## config.mk

```make
export PLATFORM = sky130hd
export DESIGN_NAME = regfile_sweep
export DESIGN_NICKNAME = d
export VERILOG_FILES = /design/src/rtl/regfile_sweep.sv
export SDC_FILE = /design/constraint.sdc
export NUM_CORES = 1
export LEC_CHECK = 0
export CORE_UTILIZATION = 35
export CTS_BUF_LIST = sky130_fd_sc_hd__clkbuf_4 sky130_fd_sc_hd__clkbuf_8
export DETAILED_ROUTE_END_ITERATION = 10
export HOLD_SLACK_MARGIN = 0.03
export SLEW_MARGIN = 20
export SYNTH_ARGS = -nofsm -noshare
export SYNTH_HDL_FRONTEND = slang
export SYNTH_SLANG_ARGS = --single-unit
```

## constraint.sdc

```tcl
create_clock -name clk_i -period 1.98 [get_ports clk_i]
set_input_delay 0.396 -clock clk_i [delete_from_list [all_inputs] [get_ports clk_i]]
set_output_delay 0.396 -clock clk_i [all_outputs]
set_load 0.01 [all_outputs]
```

## src/rtl/regfile_sweep.sv

```systemverilog
// ---------------------------------------------------------------------------
// regfile_sweep
//   Parametrised 2-read / 1-write register file with registered reads, an
//   optional write-to-read bypass and an optional hardwired zero entry.
//   The storage array carries no reset. It is zeroed by a sequential clear
//   engine that handles one entry per cycle, so the array stays RAM-inferable.
//   A sweep runs after every reset and whenever clr_req_i is seen in IDLE.
//
// Ports
//   clk_i        clock, all state on rising edge
//   rst_i        asynchronous active-high reset (starts a clear sweep)
//   clr_req_i    request a full clear sweep (honoured in IDLE only)
//   busy_o       high while a clear sweep is in progress
//   rd_addr1_i   read port 1 address
//   rd_addr2_i   read port 2 address
//   rd_data1_o   registered read data, port 1 (1-cycle latency)
//   rd_data2_o   registered read data, port 2 (1-cycle latency)
//   we_i         write enable
//   wr_addr_i    write address
//   wr_data_i    write data
//   wr_err_o     1-cycle pulse: a requested write was dropped
// ---------------------------------------------------------------------------
module regfile_sweep #(
    parameter int unsigned WIDTH    = 8,
    parameter int unsigned DEPTH    = 8,
    parameter int unsigned AW       = $clog2(DEPTH),
    parameter bit          ZERO_REG = 1'b1,
    parameter bit          BYPASS   = 1'b1
) (
    input  logic             clk_i,
    input  logic             rst_i,
    input  logic             clr_req_i,
    output logic             busy_o,
    input  logic [AW-1:0]    rd_addr1_i,
    input  logic [AW-1:0]    rd_addr2_i,
    output logic [WIDTH-1:0] rd_data1_o,
    output logic [WIDTH-1:0] rd_data2_o,
    input  logic             we_i,
    input  logic [AW-1:0]    wr_addr_i,
    input  logic [WIDTH-1:0] wr_data_i,
    output logic             wr_err_o
);

    typedef enum logic {S_IDLE, S_CLEAR} state_t;

    // One extra bit so addresses can be compared against DEPTH even when
    // DEPTH is an exact power of two.
    localparam logic [AW:0]   DEPTH_W = (AW+1)'(DEPTH);
    localparam logic [AW-1:0] LAST    = AW'(DEPTH - 1);

    state_t           state_q;
    logic [AW-1:0]    ptr_q;
    logic             busy_q;
    logic             wr_err_q;
    logic [WIDTH-1:0] rd_data1_q, rd_data2_q;
    logic [WIDTH-1:0] rd_data1_d, rd_data2_d;

    logic [WIDTH-1:0] mem [DEPTH];

    logic in_clear;
    logic wr_in_range;
    logic wr_acc;
    logic wr_drop;

    assign in_clear    = (state_q == S_CLEAR);
    assign wr_in_range = ({1'b0, wr_addr_i} < DEPTH_W);
    // Writes to the zero entry vanish silently; only out-of-range writes or
    // writes during a sweep are reported as errors.
    assign wr_acc      = !in_clear && we_i && wr_in_range
                         && !(ZERO_REG && (wr_addr_i == '0));
    assign wr_drop     = we_i && (in_clear || !wr_in_range);

    function automatic logic [WIDTH-1:0] read_port(input logic [AW-1:0] addr);
        logic [WIDTH-1:0] v;
        v = '0;
        if (in_clear || ({1'b0, addr} >= DEPTH_W) || (ZERO_REG && (addr == '0)))
            v = '0;
        else if (BYPASS && wr_acc && (wr_addr_i == addr))
            v = wr_data_i;
        else
            v = mem[addr];
        return v;
    endfunction

    always_comb begin
        rd_data1_d = read_port(rd_addr1_i);
        rd_data2_d = read_port(rd_addr2_i);
    end

    // Control FSM with registered outputs.
    always_ff @(posedge clk_i or posedge rst_i) begin
        if (rst_i) begin
            state_q    <= S_CLEAR;
            ptr_q      <= '0;
            busy_q     <= 1'b1;
            wr_err_q   <= 1'b0;
            rd_data1_q <= '0;
            rd_data2_q <= '0;
        end else begin
            rd_data1_q <= rd_data1_d;
            rd_data2_q <= rd_data2_d;
            wr_err_q   <= wr_drop;
            case (state_q)
                S_CLEAR: begin
                    if (ptr_q == LAST) begin
                        state_q <= S_IDLE;
                        busy_q  <= 1'b0;
                        ptr_q   <= '0;
                    end else begin
                        ptr_q <= ptr_q + AW'(1);
                    end
                end
                S_IDLE: begin
                    if (clr_req_i) begin
                        state_q <= S_CLEAR;
                        ptr_q   <= '0;
                        busy_q  <= 1'b1;
                    end
                end
            endcase
        end
    end

    // Storage: no reset. Any write that raced a reset is wiped by the sweep
    // that the reset starts.
    always_ff @(posedge clk_i) begin
        if (in_clear)
            mem[ptr_q] <= '0;
        else if (wr_acc)
            mem[wr_addr_i] <= wr_data_i;
    end

    assign busy_o     = busy_q;
    assign wr_err_o   = wr_err_q;
    assign rd_data1_o = rd_data1_q;
    assign rd_data2_o = rd_data2_q;

endmodule

```

[After elaboration in Yosys (flattened, before gate mapping)]
Memories as Yosys holds them, arrays and structs flattened.
Cells that the tools add are included.
W data, S select, Z words.
Operators by class
  add/subtract/negate cells: 1
  equal/unequal tests: 5
  multiplexer cells: 21
  bitwise logic cells: 1
  reduce and logical (&&, ||, !) cells: 14
Operators by type and width (count)
  $mux W8: 5
  $mux W1: 10
  $logic_not A3 Y1: 3
  $mux W3: 3
  $reduce_or A8 Y1: 1
  $eq A3 B3 Y1: 2
  $pmux W3 S2: 1
  $logic_and A1 B1 Y1: 5
  $pmux W1 S2: 2
  $add A3 B1 Y3 const B: 1
  $eq A3 B3 Y1 const B: 1
  $logic_not A1 Y1: 2
  $logic_or A1 B1 Y1: 2
  $ne A2 B1 Y1 const B: 1
  $ne A2 B2 Y1 const B: 1
  $reduce_and A2 Y1: 1
  $not A1 Y1: 1
Word-level totals
  register bits: 22
  RAM bits: 64
  input bits: 21
  output and inout bits: 18
  word-level logic and storage cells: 49
  memories kept: 1
Memories
  mem: depth 8, width 8, read ports 2, clocked after Yosys merged registers in 0, write ports 1, line 58  | logic [WIDTH-1:0] mem [DEPTH];

[Depth between registers and ports, before layout]
  depth in word-level cells: 8
  depth in mapped cells: 7

[Worst setup path after synthesis]
Ideal clock, no wire load.
  path type: input-to-reg
  from: input port wr_addr_i[0]
  to: memory mem[6][0] (enable)
  library setup time: 0.370 ns
  data arrival time: 1.465 ns
  data required time: 1.610 ns
  setup slack: 0.145 ns
  stages: 5
  cell sequence: buf_4 o31ai_2 buf_6 a32oi_1 nor2_1
On the way
  cells in the longest elaborated chain, start to end: 8
  elaborated cells between the ends (all ways): 9
  classes of those cells: 5 x mux; 4 x reduce/logical
RTL lines
  start: declaration: line 39  | input logic [AW-1:0] wr_addr_i,
  $logic_not A3 Y1: line 70  | && !(ZERO_REG && (wr_addr_i == '0));
  $logic_not A1 Y1: line 70
  $logic_and A1 B1 Y1: line 70
  $mux W1: line 129  | else if (wr_acc)
  $mux W1: line 127  | if (in_clear)
  $mux W1 (not written as such): line 130  | mem[wr_addr_i] <= wr_data_i;
  $reduce_or A8 Y1 (no line)
  $mux W3 (no line) / $mux W1 (equally long branches)
  end: declaration: line 58
Several ways; a longest one is shown, not always the timed one.

[Worst setup path after layout]
  from: register busy_q, in the netlist busy_o
  to: output port busy_o
RTL lines
  start: declaration: line 53  | logic busy_q;
  start signal: assignment: line 95  | busy_q <= 1'b1;
  start signal: assignment: line 107  | busy_q <= 1'b0;
  start signal: assignment: line 117  | busy_q <= 1'b1;
  end: declaration: line 33  | output logic busy_o,
No word-level cell between the ends.

==> flow_metrics.py <==
metrics = {
    "setup_path": {
        "crit_fanout": 3,
        "crit_start": "busy_o$_DFFE_PP1P_",
        "worstSetupPathType": "reg2out",
        "arrival_ps": 1440,
        "path_cells": "clkdlybuf4s50_1",
        "cp_top_family": "flip-flops",
        "crit_buf_inv": 1,
        "critPathLaunchType": "flip-flop",
        "r2r-start": "in_clear$_DFF_PP1_",
        "slowest_delay_ps": 540,
        "slowest_stage": "dfstp_2",
        "cp-end-kind": "output pin",
        "worst_ep_required_time_ps": 1580,
    },
    "timing": {
        "layout_min_cycle_time_ps": 1840,
        "setup_slack_ps": 140,
        "worst_slew_pin_slew_ps": 435,
        "clock_skew_ps": 4.21,
        "hold_viol": 0,
        "whs_ps": 308,
        "fmax_mhz": 543,
        "max-slew-margin-rel_pct": 70.8,
        "period_share_pct": 92.9,
        "rsz0062_at_grt": "no",
        "drv_slew": 0,
        "setup_viol": 0,
        "fin_setup_tns_ps": 0,
    },
    "grt": {
        "grt_pass1_wl_um": 15800,
        "first_global_vias": 2735,
        "antenna_found_initial": 0,
        "grt-ovfl-total": 0,
        "grt_use_total_pct": 17.7,
        "grt_max_degree": 19,
    },
    "finish": {
        "final_common_cell": "edfxtp_1",
        "final_util_pct": 44.2,
        "area_growth_pct": 21.8,
        "final_cell_mix": "edfxtp_1 (64), clkdlybuf4s50_1 (38), buf_4 (36), dfrtp_1 (20), a21oi_1 (19)",
        "seq_area_um2": 2470,
        "layout.nets": 340,
        "nFillCells": 1035,
        "stdcell_area_um2": 5110,
        "fin_cells": 465,
        "antennaDiodeCount": 0,
        "multi_input_area_um2": 1540,
        "drive_gt1_share_pct": 23.6,
    },
    "placement": {
        "dp_slack_ps": -223,
        "placed_cell_area_um2": 4900,
        "gp_congestion": 0.781,
        "dpl.cell_count": 449,
        "dpl.hpwl_um": 7270,
        "portBuffers": 38,
    },
    "clock_network": {
        "holdBufCountCts": 0,
        "numCtsBuffers": 9,
        "path_clk_slew_ps": 80,
        "cts.sinks": 86,
        "clk_latency_ps": 370,
        "cts_htree_levels": 3,
        "cts_tree": "built",
        "cts_root_buf": "clkbuf_8",
        "cts_resized": 0,
        "cts_setup_buffers": 0,
        "cts_max_path_buffers": 2,
    },
    "power_and_ir_drop": {
        "ir_worst_vdd_mv": 0.464,
        "p_total_mw": 5.92,
        "power.density_nw_per_um2": 1160,
        "leakage_nw": 1.90,
    },
    "routing": {
        "avgRoutedWirePerCell_um": 21.8,
        "post-route-drc-count": 4,
        "ant_nets": 0,
        "wl_um": 10100,
        "drt_iter0_markers": 201,
        "firstDrtPassIters": 7,
        "via_per_inst": 5.41,
        "routed-via-count": 2515,
    },
    "flow_run": {
        "max_cap_viol_count": 0,
    },
    "synthesis": {
        "ys_ff_latch": 86,
        "ys_warn_count": 0,
        "yosysUniqueCellTypes": 34,
        "syn_nets": 272,
        "avgSynthCellArea_um2": 16.9,
        "ys_seq_area_share_pct": 59.0,
        "synth_area_um2": 4200,
        "syn-instance-count": 249,
    },
    "floorplan": {
        "fp.dieArea_um2": 12400,
        "rows": 39,
        "die_w_um": 112,
        "design.core.area_um2": 11600,
        "start_util_pct": 36.3,
        "ios": 39,
        "dieHeight_um": 112,
    },
    "outcome": {
        "status": "finished with violations",
        "violations": "design-rule violations",
    },
    "min_path": {
        "hold_class": "in2async",
    },
}
-- state kept, by name, summed over array words and instances, names as in the netlist --
name	flops
rd_data2_o	8
rd_data1_o	8
mem	64
in_clear	1
ptr_q	3
wr_err_o	1
busy_o	1
-- cell usage after synthesis, drive strengths merged --
library cell	number	area share (%)
inv	4	0.36
ha	2	0.60
nand2b	2	0.30
mux4	32	19
nor3b	2	0.36
a22oi	1	0.18
a22o	1	0.21
dfstp	2	1.3
edfxtp	64	46
xnor2	6	1.3
nor3	2	0.24
o22ai	2	0.30
o21a	1	0.18
o31a	1	0.21
nand2	3	0.27
or2	2	0.30
dfrtp	20	12
o32a	2	0.48
o21ai	1	0.12
clkbuf	1	0.089
and2	10	1.5
nor2	12	1.1
a32oi	1	0.21
a21oi	19	2.3
buf	18	4.0
nand3	2	0.48
o31ai	19	3.5
mux2i	16	3.8
nor2b	1	0.21
-- worst paths after layout --
path,to,slack [ps],depth (start not counted)
setup reg to reg,mem[5][1]$_DFFE_PP_,250,5
hold reg to reg,busy_o$_DFFE_PP1P_,490,2
setup / recovery,busy_o,140,1
hold / removal,rd_data2_o[1]$_DFF_PP0_,310,2
min in group clk_i,busy_o$_DFFE_PP1P_,490,2
max in group asynchronous,rd_data1_o[5]$_DFF_PP0_,1140,3
-- logic make-up (layout without fill, tap and decap cells) --
family | after synthesis | count (layout) | synth area share, %
XOR/XNOR | 6 | 6 | 1.25
buffers and inverters | 23 | 96 | 4.41
multiplexers | 48 | 48 | 22.4
adder cells (fa/ha/maj) | 2 | 2 | 0.596
AO/OA/AOI/OAI | 48 | 48 | 7.66
flip-flops | 86 | 86 | 59.0
AND/OR/NAND/NOR | 36 | 36 | 4.71
-- layout make-up --
cell class | count | area share, %
clock inverter | 6 | 1.69
tap | 143 | 3.50
clock buffer | 10 | 2.57
multi-input combinational | 140 | 30.1
timing repair buffer | 76 | 13.5
inverter | 4 | 0.294
sequential | 86 | 48.4
-- where the power goes --
group / switching [mW] / internal (mW)
registers: 0.213 / 2.52
logic: 0.950 / 0.870
clock network: 0.638 / 0.724
-- per-layer routing --
metal	up-vias	track usage, %	part of all wire (%)
li1	1146	-	-
met4	0	5.68	0.95
met2	58	29.8	49
met1	1301	22.3	44
met3	10	4.79	6.0
met5	-	0	0
No activity file was read; power rests on OpenSTA's default activity.
